===== config.mk =====
export PLATFORM = sky130hd
export DESIGN_NAME = logic_result_pipe
export DESIGN_NICKNAME = d
export VERILOG_FILES = /design/src/rtl/logic_result_pipe.sv
export SDC_FILE = /design/constraint.sdc
export NUM_CORES = 1
export LEC_CHECK = 0
export BUFFER_PORTS_ARGS = -buffer_cell sky130_fd_sc_hd__buf_2
export CORE_UTILIZATION = 30
export DETAILED_ROUTE_END_ITERATION = 10
export GPL_ROUTABILITY_DRIVEN = 0
export MAX_ROUTING_LAYER = met4
export PLACE_DENSITY = 0.5
export SETUP_SLACK_MARGIN = 0.05
export SYNTH_ARGS = -nofsm -noshare
export SYNTH_HDL_FRONTEND = slang
export SYNTH_SLANG_ARGS = --single-unit

===== constraint.sdc =====
create_clock -name clk -period 2.53 [get_ports clk]
set_clock_uncertainty 0.15 [all_clocks]
set_input_delay 0.506 -clock clk [delete_from_list [all_inputs] [get_ports clk]]
set_output_delay 0.506 -clock clk [all_outputs]
set_load 0.03 [all_outputs]

===== src/rtl/logic_result_pipe.sv =====
// Two-entry result FIFO: captures the op-selected gate result with its zero and
// illegal-op flags, then delivers entries in order and counts pops.
module logic_result_pipe (
    input  logic       clk,
    input  logic       reset,
    input  logic       in_valid,
    output logic       in_ready,
    input  logic [2:0] op,
    input  logic [3:0] y1,
    input  logic [3:0] y2,
    input  logic [3:0] y3,
    input  logic [3:0] y4,
    input  logic [3:0] y5,
    output logic       out_valid,
    input  logic       out_ready,
    output logic [3:0] result,
    output logic       zero,
    output logic       bad_op,
    output logic [7:0] txn_count
);

    logic [1:0] count_reg;
    logic [1:0] count_next;
    logic       wr_ptr_reg;
    logic       rd_ptr_reg;
    logic [7:0] txn_count_reg;
    logic [5:0] capture_next;
    logic [5:0] head;
    logic       push;
    logic       pop;

    // Entry layout is {bad_op, zero, result}; zero is fixed at capture time.
    always_comb begin
        capture_next = 6'b11_0000;
        case (op)
            3'd0:    capture_next = {1'b0, y1 == 4'b0000, y1};
            3'd1:    capture_next = {1'b0, y2 == 4'b0000, y2};
            3'd2:    capture_next = {1'b0, y3 == 4'b0000, y3};
            3'd3:    capture_next = {1'b0, y4 == 4'b0000, y4};
            3'd4:    capture_next = {1'b0, y5 == 4'b0000, y5};
            default: capture_next = 6'b11_0000;
        endcase
    end

    // in_ready depends only on registered occupancy and reset, never on out_ready.
    assign in_ready  = !reset && (count_reg < 2'd2);
    assign out_valid = (count_reg != 2'd0);
    assign push      = in_valid && in_ready;
    assign pop       = out_valid && out_ready;

    generate
        for (genvar gi = 0; gi < 2; gi++) begin : g_slot
            logic [5:0] slot_reg;
            always_ff @(posedge clk) begin
                if (reset) begin
                    slot_reg <= '0;
                end else if (push && (wr_ptr_reg == 1'(gi))) begin
                    slot_reg <= capture_next;
                end
            end
        end
    endgenerate

    assign head = rd_ptr_reg ? g_slot[1].slot_reg : g_slot[0].slot_reg;

    always_comb begin
        count_next = count_reg;
        case ({push, pop})
            2'b10:   count_next = count_reg + 2'd1;
            2'b01:   count_next = count_reg - 2'd1;
            default: count_next = count_reg;
        endcase
    end

    always_ff @(posedge clk) begin
        if (reset) begin
            count_reg     <= 2'd0;
            wr_ptr_reg    <= 1'b0;
            rd_ptr_reg    <= 1'b0;
            txn_count_reg <= 8'd0;
        end else begin
            count_reg <= count_next;
            if (push) begin
                wr_ptr_reg <= ~wr_ptr_reg;
            end
            if (pop) begin
                rd_ptr_reg    <= ~rd_ptr_reg;
                txn_count_reg <= txn_count_reg + 8'd1;
            end
        end
    end

    assign result    = out_valid ? head[3:0] : 4'b0000;
    assign zero      = out_valid ? head[4]   : 1'b0;
    assign bad_op    = out_valid ? head[5]   : 1'b0;
    assign txn_count = txn_count_reg;

endmodule


==> results of run 1 <==
## critical path, cell delays in order, from the launching register on
cell and delay [ns]:
dfxtp_1 0.58, mux2i_1 0.27, nor2_1 0.05, buf_2 0.19
## path summary, 6_finish.rpt
kind,start,to,slack [ns],cells after the start
worst max register to register,count_reg[1],count_reg[1],0.62,4
worst min-delay path,g_slot[0].slot_reg[5],g_slot[0].slot_reg[5],0.31,2
worst min register to register,g_slot[0].slot_reg[5],g_slot[0].slot_reg[5],0.31,2
worst max-delay path,rd_ptr_reg,result[3],0.52,3
## cell families after synthesis
logic type / after synthesis / synth area share (%)
simple gates: 62 / 23.9
fa+ha+maj: 2 / 1.97
xor+xnor: 7 / 4.82
compound gates: 29 / 15.5
flops: 24 / 37.8
buf+inv: 12 / 4.33
mux: 11 / 11.7
## cells in the final DEF, fill, tap and decap left out, types with 2 or more instances in the layout
cell,n
buf_2,42
nor2_1,26
dfxtp_1,24
nand2_1,10
a21oi_1,10
mux2i_1,7
a311oi_1,6
or3_1,5
xnor2_1,5
o21ai_0,4
a211oi_1,4
or4_1,3
nor4_1,3
mux4_2,3
nand3_1,3
nand3b_1,3
clkbuf_8,3
inv_1,2
xor2_1,2
nor3_1,2
ha_1,2
buf_4,2
## layout make-up
cell class	instances	area [um2]	area share [%]
Timing Repair Buffer	44	225	14.2
Clock buffer	3	41.3	2.61
Sequential cell	24	480	30.4
Multi-Input combinational cell	111	736	46.5
Clock inverter	1	30.0	1.90
Tap cell	50	62.6	3.95
Inverter	2	7.51	0.474
## per-layer routing
metal	vias up	GRT usage, %	part of all wire, %
li1	608	-	-
met1	542	17.6	47
met2	30	25.6	49
met3	2	2.05	3.9
met4	0	4.79	0.82
met5	-	-	0
## through the flow
| stage | cell area (um2) | std cells |
|---|---|---|
| final | 1580 | 235 |
| after global routing | 1580 | 235 |
| after CTS | 1580 | 235 |
| after detailed placement | 1510 | 231 |
| after global placement | 1510 | 231 |
| after floorplan | 1270 | 147 |
## where the power goes
group | switching (mW) | internal (mW) | leakage, nW
sequential | 0.0563 | 0.420 | 0.195
clock | 0.124 | 0.211 | 0.0357
combinational | 0.204 | 0.140 | 0.389
total | 0.384 | 0.772 | 0.620
==> flow_summary_export.csv, run 1 <==
group,metric,value,unit
floorplanning,die_area,0.00450,mm2
route,viasPerCell,5.03,
timing,maxSlewViolCount,0,
floorplanning,dieHeight,67.1,um
placed_design,post-place-ws,0.406,ns
setup_path,critPathKind,"register to output pin",
timing,whs,0.310,ns
clock_network,worstSkewPairLatency,0.26,ns
global_route,gr-total-overflow,0,
pwr,p_leak,0.620,nW
global_route,grtUsageTotal,14.9,%
finish,layout.nets,215,
route,drtIter0Drc,30,
clock_network,cts_root_buf,"clkbuf_8",
route,routed_wl,2940,um
finish,drive_above_1_share,28.6,%
placed_design,hpwlAfterDp,2300,um
yosys,ys_ff_latch,24,
pwr,power.density,730,mW/mm2
clock_network,postCtsSetupRepairBufs,0,
clock_network,cts_resized,0,
clock_network,htree_levels,1,
yosys,synth_area,0.00127,mm2
yosys,ys_seq_area_share,37.8,%
floorplanning,initial_core_util,31.6,%
finish,largest_reg_flops,12,
yosys,synth_top_area_cell,"dfxtp_1",
timing,rsz0062_at_grt,"no",
finish,diodes,0,
run,cap_violations,0,
yosys,synthArstFlopShare,0,%
yosys,synth_flop_cell,"dfxtp_1",
floorplanning,coreArea,0.00403,mm2
timing,layout_setup_ws,0.517,ns
yosys,netlist_instances,147,
yosys,synthesis.nets,176,
timing,post-route-min-period,2.01,ns
timing,tns,0,ns
yosys,synth-edff-count,0,
outcome,status,"finished clean",
finish,fillCellCount,437,
timing,tightest_slew,0.503,ns
setup_path,cp_max_fo,7,
route,routedWlPerCell,12.5,um
setup_path,cp.required,1.87,ns
yosys,yosysMostFrequentCell,"nor2_1",
clock_network,clockBufferDepth,2,
yosys,synth_warnings,0,
yosys,ys_types,35,
route,drc,0,
hold_path,min_path_type,"register to register",
timing,setup_violations,0,
global_route,grt_pass1_wl,4970,um
route,first_pass_iters,3,
yosys,synth_common_cells,"nor2_1, dfxtp_1, a21oi_1, nand2_1",
global_route,grt_pass1_vias,1140,
finish,post-route-util,39.3,%
clock_network,cts_tree,"done",
floorplanning,row_count,23,
placed_design,portBuffers,42,
yosys,avgSynthCellArea,8.65,um2
route,num_vias,1182,
route,ant_nets,0,
setup_path,cp-end-kind,"output pin",
clock_network,hold_buffers,0,
pwr,total_power,1.16,mW
timing,timing.slew.headroom,66.3,%
yosys,netlist.area_leader.share,37.8,%
clock_network,cts_inserted_buffers,3,
pwr,ir_drop,204,uV
timing,period_share,79.6,%
yosys,synthTopCellsByArea,"dfxtp_1, nor2_1, mux2i_1",
timing,fmaxAchievable,497,MHz
global_route,grt_antenna_before_repair,0,
setup_path,arrival,1.36,ns
clock_network,path_clk_slew,0.08,ns
clock_network,clock_sinks,24,
setup_path,crit_path_start_kind,"register",
global_route,grt_max_degree,26,
timing,finalHoldViolCount,0,
floorplanning,die_w,67.1,um
floorplanning,ioPinCount,43,
finish,syn_to_final_growth,24.5,%
No activity file was read; power rests on OpenSTA's default activity.
==> run 2: changes to the inputs <==
Clock period 2.53 ns to 2 ns, I/O delays scaled along.
==> run 2 against run 1 <==
Utilization increased by 0.78 points. Hold slack got worse by 0.0035 ns. Sequential power increased by 26%. Power increased by 19%. Register-to-register slack got worse by 0.43 ns. Global-route usage decreased by 0.16 points. Critical endpoint is now count_reg[1]. Highest routed layer unchanged.
==> flow_summary_export.csv, run 2 (synthesis gave the netlist of run 1 again) <==
group,metric,value,unit
clock_network,cts_tree,"done",
placed_design,hpwlAfterDp,2310,um
outcome,status,"finished clean",
route,viasPerCell,5.05,
setup_path,critPathKind,"register to register",
setup_path,crit_slowest_cell,"or3b_1",
clock_network,worstSkewPairLatency,0.26,ns
finish,fillCellCount,433,
global_route,gr-total-overflow,0,
setup_path,worstReg2RegEnd,"count_reg[1]",
timing,finalHoldViolCount,0,
floorplanning,die_area,0.00450,mm2
global_route,grt_antenna_before_repair,0,
setup_path,timing.rr.start,"count_reg[1]",
clock_network,clock_sinks,24,
run,cap_violations,0,
route,routedWlPerCell,12.1,um
clock_network,hold_buffers,0,
placed_design,portBuffers,42,
finish,final_cell_mix,"buf_2, nor2_1, dfxtp_1, nand2_1, a21oi_1",
floorplanning,coreArea,0.00403,mm2
timing,rsz0062_at_grt,"no",
global_route,grt_pass1_vias,1109,
finish,syn_to_final_growth,27.0,%
finish,finalNonFillerCells,240,
setup_path,path_cells,"or3b_1 > ha_4 > or3_1 > a21oi_1",
timing,period_share,90.4,%
placed_design,place_inst,237,
setup_path,endpoint,"count_reg[1]",
finish,diodes,0,
finish,layout.nets,221,
finish,final_area,0.00161,mm2
timing,fmaxAchievable,553,MHz
finish,final_common_cell,"buf_2",
pwr,power.density,849,mW/mm2
floorplanning,dieHeight,67.1,um
setup_path,crit_path_start_kind,"register",
route,first_pass_iters,4,
clock_network,path_clk_slew,0.08,ns
timing,maxSlewViolCount,0,
route,ant_nets,0,
setup_path,slowest_delay,0.48,ns
clock_network,cts_inserted_buffers,3,
finish,drive_above_1_share,32.1,%
route,routed_wl,2910,um
global_route,grtUsageTotal,14.7,%
timing,whs,0.306,ns
placed_design,placed_area,0.00157,mm2
setup_path,rrSetupSlack,0.19,ns
clock_network,cts_root_buf,"clkbuf_8",
floorplanning,die_w,67.1,um
setup_path,arrival,1.86,ns
timing,tightest_slew,0.511,ns
route,num_vias,1212,
floorplanning,row_count,23,
global_route,grt_pass1_wl,4870,um
setup_path,cp_max_fo,4,
finish,post-route-util,40.1,%
timing,post-route-min-period,1.81,ns
global_route,grt_max_degree,26,
clock_network,clockBufferDepth,2,
setup_path,cp-end-kind,"register",
floorplanning,ioPinCount,43,
hold_path,min_path_type,"register to register",
route,drc,0,
setup_path,cp.required,2.05,ns
timing,setup_violations,0,
pwr,p_leak,0.637,nW
finish,largest_reg_flops,12,
setup_path,r2r_cells,4,
setup_path,cp-startpoint,"count_reg[1]",
timing,tns,0,ns
floorplanning,initial_core_util,31.6,%
timing,timing.slew.headroom,65.8,%
clock_network,htree_levels,1,
route,drtIter0Drc,48,
pwr,ir_drop,248,uV
==> run 2: changes by cell type in the layout (fill, tap and decap cells not counted), sizes merged <==
cell | previous run | this run
bufinv | 1 | 0
buf | 44 | 50
==> run 2: stage by stage <==
stage,total power [mW],setup WS [ns]
2_1_floorplan,0.947,0.0758
3_3_place_gp,1.10,0.0675
3_5_place_dp,1.11,0.0253
4_1_cts,1.39,0.114
5_1_grt,1.47,0.0944
6_report,1.37,0.191
==> run 2: critical path: cells and delay by family, from the launching register on <==
kind	cells	cell delay, ns
simple gates	2	0.85
flops	1	0.32
fa+ha+maj	1	0.29
compound gates	1	0.14
==> run 2: layout make-up <==
| type | instances | area [um2] | area share, % |
|---|---|---|---|
| Multi-Input combinational cell | 111 | 751 | 46.5 |
| Tap cell | 50 | 62.6 | 3.88 |
| Inverter | 2 | 7.51 | 0.465 |
| Timing Repair Buffer | 50 | 270 | 16.7 |
| Clock buffer | 3 | 41.3 | 2.56 |
| Sequential cell | 24 | 482 | 29.8 |
==> run 2: worst min path at each step <==
stage / startpoint / to / slack (ns) / depth (start not counted)
final: g_slot[0].slot_reg[5] / g_slot[0].slot_reg[5] / 0.31 / 2
after global routing: g_slot[0].slot_reg[5] / g_slot[0].slot_reg[5] / 0.33 / 2
after CTS: g_slot[0].slot_reg[5] / g_slot[0].slot_reg[5] / 0.31 / 2
after detailed placement: g_slot[0].slot_reg[5] / g_slot[0].slot_reg[5] / 0.30 / 2
after global placement: g_slot[0].slot_reg[5] / g_slot[0].slot_reg[5] / 0.30 / 2
after floorplan: g_slot[0].slot_reg[5] / g_slot[0].slot_reg[5] / 0.29 / 2
==> run 2: repair_timing <==
action | CTS | global route
buffers inserted | 0 | 0
hold endpoints to repair | 0 | 0
gates resized for setup | 0 | 1
setup endpoints to repair | 0 | 4
==> run 2: per-layer routing <==
metal  GRT usage, %  up-vias  routed length, um
met5              -        -                  0
met4           5.59        0                 37
met3           2.05        4                120
met2           25.5       35               1440
met1           17.0      548               1310
li1               -      625                  -
==> run 2: power breakdown <==
part           leakage [nW]  switching, mW  internal, mW
registers             0.196         0.0652         0.533
logic                 0.420          0.273         0.224
clock network        0.0216          0.140         0.134
total                 0.637          0.479         0.892
